==> config.mk <==
export PLATFORM = sky130hd
export DESIGN_NAME = seq_alu_flat
export DESIGN_NICKNAME = d
export VERILOG_FILES = /design/src/rtl/seq_alu_if.sv /design/src/rtl/seq_alu.sv /design/src/flat_wrapper.sv
export SDC_FILE = /design/constraint.sdc
export NUM_CORES = 1
export LEC_CHECK = 0
export CORE_MARGIN = 2
export CORE_UTILIZATION = 55
export DETAILED_ROUTE_END_ITERATION = 12
export HOLD_SLACK_MARGIN = 0.06
export PLACE_DENSITY = 0.87
export SYNTH_ARGS = -nofsm -noshare
export SYNTH_HDL_FRONTEND = slang
export SYNTH_SLANG_ARGS = --single-unit
==> constraint.sdc <==
create_clock -name CLK -period 2.6 [get_ports CLK]
set_input_delay 0.26 -clock CLK [delete_from_list [all_inputs] [get_ports CLK]]
set_output_delay 0.26 -clock CLK [all_outputs]
set_load 0.02 [all_outputs]
==> src/rtl/seq_alu_if.sv <==
// Handshake and operand/result bundle between an op source and seq_alu.
// The source drives the master side; the ALU sits on the slave side.
interface seq_alu_if #(
  parameter int WIDTH = 8
);
  logic             IN_VALID;
  logic             IN_READY;
  logic             XIN;
  logic [WIDTH-1:0] A;
  logic [WIDTH-1:0] B;
  logic [2:0]       S;
  logic             OUT_VALID;
  logic             OUT_READY;
  logic [WIDTH-1:0] F;
  logic             Z;
  logic             V;
  logic             C;

  modport master (
    output IN_VALID, XIN, A, B, S, OUT_READY,
    input  IN_READY, OUT_VALID, F, Z, V, C
  );

  modport slave (
    input  IN_VALID, XIN, A, B, S, OUT_READY,
    output IN_READY, OUT_VALID, F, Z, V, C
  );
endinterface

==> src/rtl/seq_alu.sv <==
// Registered WIDTH-bit ALU with valid/ready handshakes on both sides and a
// multi-cycle shift-add unsigned multiply; flags match the old 4-bit ALU.
module seq_alu #(
  parameter int WIDTH  = 8,
  parameter bit MUL_EN = 1'b1
) (
  input logic      CLK,
  input logic      RST_N,
  seq_alu_if.slave bus
);
  localparam int MSB = WIDTH - 1;
  localparam int SH  = $clog2(WIDTH);
  localparam int CW  = $clog2(WIDTH);

  typedef enum logic {IDLE, MUL} state_t;

  state_t             r_state, w_stateNext;
  logic [CW-1:0]      r_cnt, w_cntNext;
  logic [2*WIDTH-1:0] r_prod, w_prodNext;
  logic [2*WIDTH-1:0] r_mcand, w_mcandNext;
  logic [2*WIDTH-1:0] w_partial;
  logic [WIDTH-1:0]   r_mplier, w_mplierNext;
  logic [WIDTH-1:0]   r_f, w_fNext;
  logic               r_z, w_zNext;
  logic               r_v, w_vNext;
  logic               r_c, w_cNext;
  logic               r_outValid, w_outValidNext;
  logic               r_rstDone;
  logic               w_accept;
  logic               w_isMul;
  logic [WIDTH:0]     w_sum;
  logic [WIDTH:0]     w_diff;
  logic [WIDTH:0]     w_shl;
  logic [WIDTH-1:0]   w_res;
  logic               w_resV;
  logic               w_resC;

  // r_rstDone keeps IN_READY low until the first edge after reset release.
  assign bus.IN_READY = r_rstDone && (r_state == IDLE) && (!r_outValid || bus.OUT_READY);
  assign w_accept     = bus.IN_VALID && bus.IN_READY;
  assign w_isMul      = MUL_EN && (bus.S == 3'b100);

  assign w_sum     = {1'b0, bus.A} + {1'b0, bus.B} + (WIDTH+1)'(bus.XIN);
  assign w_diff    = {1'b0, bus.A} + {1'b0, ~bus.B} + (WIDTH+1)'(!bus.XIN);
  assign w_shl     = {1'b0, bus.A} << bus.B[SH-1:0];
  assign w_partial = r_mplier[0] ? (r_prod + r_mcand) : r_prod;

  always_comb begin
    w_res  = '0;
    w_resV = 1'b0;
    w_resC = 1'b0;
    case (bus.S)
      3'b000: begin
        w_res  = w_sum[MSB:0];
        w_resC = w_sum[WIDTH];
        w_resV = (bus.A[MSB] == bus.B[MSB]) && (w_sum[MSB] != bus.A[MSB]);
      end
      3'b001: begin
        w_res  = w_diff[MSB:0];
        w_resC = w_diff[WIDTH];
        w_resV = (bus.A[MSB] != bus.B[MSB]) && (w_diff[MSB] != bus.A[MSB]);
      end
      3'b010: w_res = bus.A & bus.B;
      3'b011: w_res = bus.A | bus.B;
      3'b100: w_res = '0;
      3'b101: begin
        // Bit WIDTH of the widened shift is the last bit pushed out of A.
        w_res  = w_shl[MSB:0];
        w_resC = w_shl[WIDTH];
      end
      3'b110: w_res = bus.A ^ bus.B;
      3'b111: w_res = WIDTH'($signed(bus.A) < $signed(bus.B));
    endcase
  end

  always_comb begin
    w_stateNext    = r_state;
    w_cntNext      = r_cnt;
    w_prodNext     = r_prod;
    w_mcandNext    = r_mcand;
    w_mplierNext   = r_mplier;
    w_fNext        = r_f;
    w_zNext        = r_z;
    w_vNext        = r_v;
    w_cNext        = r_c;
    w_outValidNext = r_outValid;
    case (r_state)
      IDLE: begin
        if (w_accept) begin
          if (w_isMul) begin
            w_stateNext    = MUL;
            w_cntNext      = CW'(WIDTH - 1);
            w_prodNext     = '0;
            w_mcandNext    = {{WIDTH{1'b0}}, bus.A};
            w_mplierNext   = bus.B;
            w_outValidNext = 1'b0;
          end else begin
            w_fNext        = w_res;
            w_zNext        = (w_res == '0);
            w_vNext        = w_resV;
            w_cNext        = w_resC;
            w_outValidNext = 1'b1;
          end
        end else if (r_outValid && bus.OUT_READY) begin
          w_outValidNext = 1'b0;
        end
      end
      MUL: begin
        w_prodNext   = w_partial;
        w_mcandNext  = r_mcand << 1;
        w_mplierNext = r_mplier >> 1;
        w_cntNext    = r_cnt - CW'(1);
        if (r_cnt == '0) begin
          w_stateNext    = IDLE;
          w_fNext        = w_partial[MSB:0];
          w_zNext        = (w_partial[MSB:0] == '0);
          w_vNext        = 1'b0;
          w_cNext        = |w_partial[2*WIDTH-1:WIDTH];
          w_outValidNext = 1'b1;
        end
      end
      default: w_stateNext = IDLE;
    endcase
  end

  always_ff @(posedge CLK or negedge RST_N) begin
    if (!RST_N) begin
      r_state    <= IDLE;
      r_cnt      <= '0;
      r_prod     <= '0;
      r_mcand    <= '0;
      r_mplier   <= '0;
      r_f        <= '0;
      r_z        <= 1'b0;
      r_v        <= 1'b0;
      r_c        <= 1'b0;
      r_outValid <= 1'b0;
      r_rstDone  <= 1'b0;
    end else begin
      r_state    <= w_stateNext;
      r_cnt      <= w_cntNext;
      r_prod     <= w_prodNext;
      r_mcand    <= w_mcandNext;
      r_mplier   <= w_mplierNext;
      r_f        <= w_fNext;
      r_z        <= w_zNext;
      r_v        <= w_vNext;
      r_c        <= w_cNext;
      r_outValid <= w_outValidNext;
      r_rstDone  <= 1'b1;
    end
  end

  assign bus.OUT_VALID = r_outValid;
  assign bus.F         = r_f;
  assign bus.Z         = r_z;
  assign bus.V         = r_v;
  assign bus.C         = r_c;
endmodule

==> src/flat_wrapper.sv <==
// flat-port wrapper written by rule: the top's interface ports become plain ports
module seq_alu_flat 
#(
  parameter int WIDTH  = 8,
  parameter bit MUL_EN = 1'b1
)
  (CLK, RST_N, bus_IN_VALID, bus_XIN, bus_A, bus_B, bus_S, bus_OUT_READY, bus_IN_READY, bus_OUT_VALID, bus_F, bus_Z, bus_V, bus_C);
  seq_alu_if #(.WIDTH(WIDTH)) bus_i ();
  input logic CLK;
  input logic RST_N;
  input wire logic [$bits(bus_i.IN_VALID)-1:0] bus_IN_VALID;
  input wire logic [$bits(bus_i.XIN)-1:0] bus_XIN;
  input wire logic [$bits(bus_i.A)-1:0] bus_A;
  input wire logic [$bits(bus_i.B)-1:0] bus_B;
  input wire logic [$bits(bus_i.S)-1:0] bus_S;
  input wire logic [$bits(bus_i.OUT_READY)-1:0] bus_OUT_READY;
  output wire logic [$bits(bus_i.IN_READY)-1:0] bus_IN_READY;
  output wire logic [$bits(bus_i.OUT_VALID)-1:0] bus_OUT_VALID;
  output wire logic [$bits(bus_i.F)-1:0] bus_F;
  output wire logic [$bits(bus_i.Z)-1:0] bus_Z;
  output wire logic [$bits(bus_i.V)-1:0] bus_V;
  output wire logic [$bits(bus_i.C)-1:0] bus_C;
  assign bus_i.IN_VALID = bus_IN_VALID;
  assign bus_i.XIN = bus_XIN;
  assign bus_i.A = bus_A;
  assign bus_i.B = bus_B;
  assign bus_i.S = bus_S;
  assign bus_i.OUT_READY = bus_OUT_READY;
  assign bus_IN_READY = bus_i.IN_READY;
  assign bus_OUT_VALID = bus_i.OUT_VALID;
  assign bus_F = bus_i.F;
  assign bus_Z = bus_i.Z;
  assign bus_V = bus_i.V;
  assign bus_C = bus_i.C;
  seq_alu #(.WIDTH(WIDTH), .MUL_EN(MUL_EN)) u_core (.CLK(CLK), .RST_N(RST_N), .bus(bus_i));
endmodule
==> results.cfg, run 1 <==
[global_route]
grt_start_max_net_pins = 55
gr-total-overflow = 0
antenna_found_initial = 0
grt_use_total_pct = 30.8
grt_pass1_wl_um = 24600
grt_pass1_vias = 5088

[synth]
synth_xor_area_share_pct = 2.20
synth_cell_types = 68
syn_area_sq_um = 5160
synth-simple-area-share_pct = 20.4
ys_top_cells_by_area = dfrtp_1, ha_1, nand2_1
synth_top_family_by_area = compound AO/OA/AOI/OAI gates
synth_edf_count = 0
ys_seq_area_share_pct = 27.6
synth.area.mux_share_pct = 9.86
yosysWarningCount = 0
avgSynthCellArea_sq_um = 8.47
syn_nets = 681
ys.flop_type = dfrtp_1
yosys.area_share.adder_pct = 12.1
synthCells = 610
synth.top_cell.area_share_pct = 27.6
ys_ff_latch = 57
yosysTopAreaCell = dfrtp_1
async_flop_share_pct = 100
synth_compound_area_share_pct = 21.5

[worst_hold_path]
hp-class = in -> async

[power_and_ir_drop]
peakVddDrop_mv = 0.362
powerDensity_nw_per_um2 = 824
p_leak_uw = 0.00316

[clocking]
cts_max_path_buffers = 2
clkTransAtPathRegs_ns = 0.07
root_buffer = clkbuf_8
cts_htree_levels = 3
cts_made_buffers = 9
insertion_delay_ns = 0.34
cts_tree = done
cts.sinks = 57

[routing]
dr.first_iter.drc_count = 350
drtAntennaViolNets = 0
avgViaCountPerCell = 6.15
drt_first_pass_iters = 6
wl_per_cell_um = 18.6
drcViolationCount = 0
wl_um = 16000
vias = 5290

[cells_and_area]
layout_common_cells = buf_4, nand2_1, dfrtp_1
final_common_cell = buf_4
final_core_util_pct = 73.8
diodes = 0
layout-drive-gt1-share_pct = 24.3
fillCellCount = 651
fin_nets = 815
area.growth.synth_to_final_pct = 30.7

[die]
core_sq_um = 9150
initial_core_util_pct = 56.4
die_w_um = 101
die-area_sq_um = 10200
fp.dieH_um = 101
io-pin-count = 37
rows = 35

[sta]
slew_headroom_pct = 53.8
slew_violations = 0
timing.final.crit_share_pct = 103
period_minus_slack_ns = 2.68
final-hold-violation-count = 0
rsz0062_at_grt = yes
fin_hold_ws_ns = 0.498
finalSetupViolCount = 1
finClkSkew_ns = 0.0100
tightest_slew_ns = 0.693
max_freq_ghz = 0.373
finalWorstSetupSlack_ns = -0.0797

[critical_path]
crit_path_start_kind = flop
cp.required_ns = 2.81
crit_type = reg -> reg
crit_path_end_kind = flop
arrival_ns = 2.89
critPathMaxFanout = 2

[outcome]
status = complete, but fails checks
violations = setup timing

[flow_run]
maxCapViolCount = 0

[placement]
io_buffers = 36
gp_congestion = 0.969
dp_slack_ns = -0.537
hpwl_um = 12000
==> flip-flops by register name, indices dropped and copies added, names as in the netlist <==
name and flops:
u_core.r_mplier 8, u_core.r_mcand 16, u_core.r_state 1, u_core.bus.C 1, u_core.r_cnt 3, u_core.r_rstDone 1, u_core.bus.V 1, u_core.bus.Z 1
u_core.r_prod 16, u_core.bus.F 8, u_core.bus.OUT_VALID 1
==> path summary, 6_finish.rpt <==
kind	startpoint	endpoint	slack (ns)	cells past startpoint
max	u_core.r_mcand[0]$_DFFE_PN0P_	u_core.bus.C$_DFFE_PN0P_	-0.08	9
min	RST_N	u_core.r_mplier[7]$_DFFE_PN0P_	0.50	2
max reg2reg	u_core.r_mcand[0]$_DFFE_PN0P_	u_core.bus.C$_DFFE_PN0P_	-0.08	9
min reg2reg	u_core.bus.F[2]$_DFFE_PN0P_	u_core.bus.F[2]$_DFFE_PN0P_	0.50	1
max in group asynchronous	RST_N	u_core.r_state$_DFF_PN0_	1.41	3
min in group CLK	u_core.bus.F[2]$_DFFE_PN0P_	u_core.bus.F[2]$_DFFE_PN0P_	0.50	1
==> kinds of logic (layout without fill, tap and decap cells) <==
kind of cell	after synthesis	in the layout
flops	57	57
fa+ha+maj	47	47
buf+inv	66	205
simple gates	211	211
compound gates	173	173
mux	42	42
xor+xnor	13	13
other cells	1	1
==> synthesized netlist by cell type (all sizes together), types with 7 or more instances <==
cell type  number
a21oi          30
buf             7
clkbuf         26
dfrtp          57
ha             42
inv            33
mux2i          32
nand2          91
nand2b         18
nand3           9
nor2           30
nor2b           9
nor3           12
nor3b           7
o211ai         17
o21a            9
o21ai          60
o22ai           8
xnor2          11
==> timing repair <==
item / 4_1_cts / 5_1_grt
hold endpoints to repair: 29 / 0
hold buffers: 1 / 0
setup buffers: 2 / 3
pin swaps: 19 / 7
endpoints found under the setup margin: 5 / 7
resized for setup: 13 / 18
==> cell type report <==
cell class	instances	area, sq um	share of cell area (%)
clock buffers	10	128	1.89
clock inverters	6	82.6	1.22
flip-flops and latches	57	1430	21.1
repair buffers	156	1280	19.0
multi-input cells	487	3570	52.9
well taps	111	139	2.06
inverters	33	124	1.84
==> critical path, cell delays in order, from the launching register on <==
cell and delay (ns):
dfrtp_1 0.43, ha_4 0.19, fa_2 0.37, a211oi_2 0.23, o211ai_1 0.16, a21oi_2 0.25, o311ai_4 0.14, or4_4 0.54
nor4_2 0.15, a31oi_1 0.10
==> power breakdown <==
part	internal, uW	total, uW	switching [uW]	leakage (uW)
Sequential	1240	1550	315	0.000731
Combinational	1430	3120	1690	0.00233
Clock	534	891	357	0.000106
Total	3200	5560	2360	0.00316
==> layer usage <==
| metal | up-vias | wire length (um) | GRT usage (%) |
|---|---|---|---|
| li1 | 2466 | - | - |
| met1 | 2543 | 6610 | 40.0 |
| met2 | 240 | 7850 | 51.6 |
| met3 | 41 | 1060 | 4.58 |
| met4 | 0 | 435 | 12.3 |
| met5 | - | 0 | 0 |
==> metrics by stage <==
| stage | power (uW) | TNS (ns) | cells | cell area [sq um] |
|---|---|---|---|---|
| 2_1_floorplan | 3320 | 0 | 610 | 5170 |
| 3_3_place_gp | 4270 | -2.74 | 838 | 6350 |
| 3_5_place_dp | 4420 | -3.24 | 838 | 6350 |
| 4_1_cts | 5400 | -0.175 | 857 | 6630 |
| 5_1_grt | 5890 | -0.176 | 860 | 6750 |
| 6_report | 5560 | -0.0797 | 860 | 6750 |
Note: power is estimated with default switching activity, not from simulation.
==> run 2, diff against run 1 <==
Settings changed: CORE_MARGIN 2 to 1.5, CTS_CLUSTER_DIAMETER set to 30, SKIP_CTS_REPAIR_TIMING set to 1.
==> run 2 against run 1 <==
  * Global-route usage increased by 1.1 points
  * Highest routed layer unchanged
  * Critical endpoint unchanged
  * Utilization increased by 0.26 points
  * Via count decreased by 0.15%
  * The run still ends with setup timing left
  * Clock power increased by 8.9%
  * Non-clock buffer count decreased by 3
  * Sequential share of layout area decreased by 0.074 points
==> results.cfg, run 2 (same netlist as run 1, synthesis figures left out) <==
[outcome]
status = complete, but fails checks
violations = setup timing

[global_route]
grt_pass1_vias = 5226
grt_start_max_net_pins = 58
antenna_found_initial = 0
grt_use_total_pct = 31.8
grt_pass1_wl_um = 25300
gr-total-overflow = 0

[die]
core_sq_um = 9150
die-area_sq_um = 9980
io-pin-count = 37
rows = 35
initial_core_util_pct = 56.4
die_w_um = 99.9
fp.dieH_um = 99.9

[critical_path]
crit_start = u_core.r_mcand[0]$_DFFE_PN0P_
crit_path_start_kind = flop
path_cells = ha_2, fa_2, a211oi_2, o211ai_1, a21oi_2, o311ai_4, or4_4, nor4_4, a31oi_1
crit_slowest_cell = or4_4
cp_top_family = compound AO/OA/AOI/OAI gates
crit_path_end_kind = flop
r2r-start = u_core.r_mcand[0]$_DFFE_PN0P_
crit_type = reg -> reg
arrival_ns = 2.98
critPathMaxStageDelay_ns = 0.56
r2r_setup_slack_ns = -0.18
critPathMaxFanout = 2
cp.required_ns = 2.81
cp_num_buf_inv = 0

[clocking]
cts_made_buffers = 9
insertion_delay_ns = 0.34
clkTransAtPathRegs_ns = 0.07
cts_htree_levels = 3
cts.sinks = 57
root_buffer = clkbuf_8
cts_max_path_buffers = 2
cts_tree = done

[power_and_ir_drop]
netSwitchingFraction_pct = 41.9
internal_power_uw = 3220
seq_power_share_pct = 27.9
switchingPower_uw = 2320
p_clk_share_pct = 17.5
peakVddDrop_mv = 0.338
powerDensity_nw_per_um2 = 817
p_leak_uw = 0.00319
combPwrFrac_pct = 54.6

[cells_and_area]
final_core_util_pct = 74.0
final_common_cell = buf_4
fin_area_sq_um = 6770
layout-drive-gt1-share_pct = 24.3
fin_nets = 812
reg_top3 = u_core.r_mcand x16, u_core.r_prod x16
layout_common_cells = buf_4, nand2_1, dfrtp_1
area.growth.synth_to_final_pct = 31.2
diodes = 0

[routing]
drtAntennaViolNets = 0
dr.first_iter.drc_count = 318
drt_first_pass_iters = 5
vias = 5282
wl_um = 15700
wl_per_cell_um = 18.3
avgViaCountPerCell = 6.16
drcViolationCount = 0

[sta]
timing.final.crit_share_pct = 107
max_freq_ghz = 0.360
finalWorstSetupSlack_ns = -0.177
slew_violations = 0
slew_headroom_pct = 53.6
final-hold-violation-count = 0
tightest_slew_ns = 0.696
fin_hold_ws_ns = 0.475
period_minus_slack_ns = 2.78
finClkSkew_ns = 0.00829
rsz0062_at_grt = yes
finalSetupViolCount = 1

[placement]
hpwl_um = 11900
gp_congestion = 0.990
place_area_sq_um = 6360
io_buffers = 36

[flow_run]
maxCapViolCount = 0

[worst_hold_path]
hp-class = reg -> reg
worstHoldStart = u_core.r_cnt[0]$_DFFE_PN0P_
[run 2: path summary, 6_finish.rpt]
kind | to | cells after the start
worst min-delay path | u_core.r_cnt[0]$_DFFE_PN0P_ | 1
worst min register to register | u_core.r_cnt[0]$_DFFE_PN0P_ | 1
max in group asynchronous | u_core.r_state$_DFF_PN0_ | 3
worst max-delay path | u_core.bus.C$_DFFE_PN0P_ | 9
min in group asynchronous | u_core.r_mplier[6]$_DFFE_PN0P_ | 2
worst max register to register | u_core.bus.C$_DFFE_PN0P_ | 9
[run 2: through the flow]
step                worst slack [ns]  setup TNS, ns  total power [uW]  std cells
finish                        -0.177         -0.177              5540        857
global route                  -0.276         -0.276              5880        857
CTS                           -0.284         -0.761              5360        854
detailed placement            -0.525          -3.33              4360        838
global placement              -0.469          -2.73              4210        838
floorplan                    0.00625              0              3320        610
[run 2: layout make-up]
type	count	area, sq um
clock buffer	14	173
clock inverter	2	60.1
fill	626	2380
inverter	33	124
multi-input combinational	487	3570
sequential	57	1430
tap	111	139
timing repair buffer	153	1280
[run 2: power groups by stage]
stage               logic [uW]  registers [uW]  clock network (uW)
floorplan                 1770            1550                   0
global placement          2690            1520                   0
detailed placement        2820            1540                   0
CTS                       2860            1530                 979
global route              3290            1580                1010
finish                    3020            1540                 970
[run 2: per-layer routing]
metal / wire (um) / global-route usage [%] / share of wire, %
met1: 6490 / 41.4 / 41
met2: 7760 / 54.3 / 49
met3: 1050 / 4.39 / 6.7
met4: 372 / 11.6 / 2.4
met5: 0 / 0 / 0
==> run 3, diff against run 2 <==
Settings changed: SLEW_MARGIN set to 40.
==> results of run 3 <==
Same layout as run 2: the final DEF is identical, and so are final timing and power.
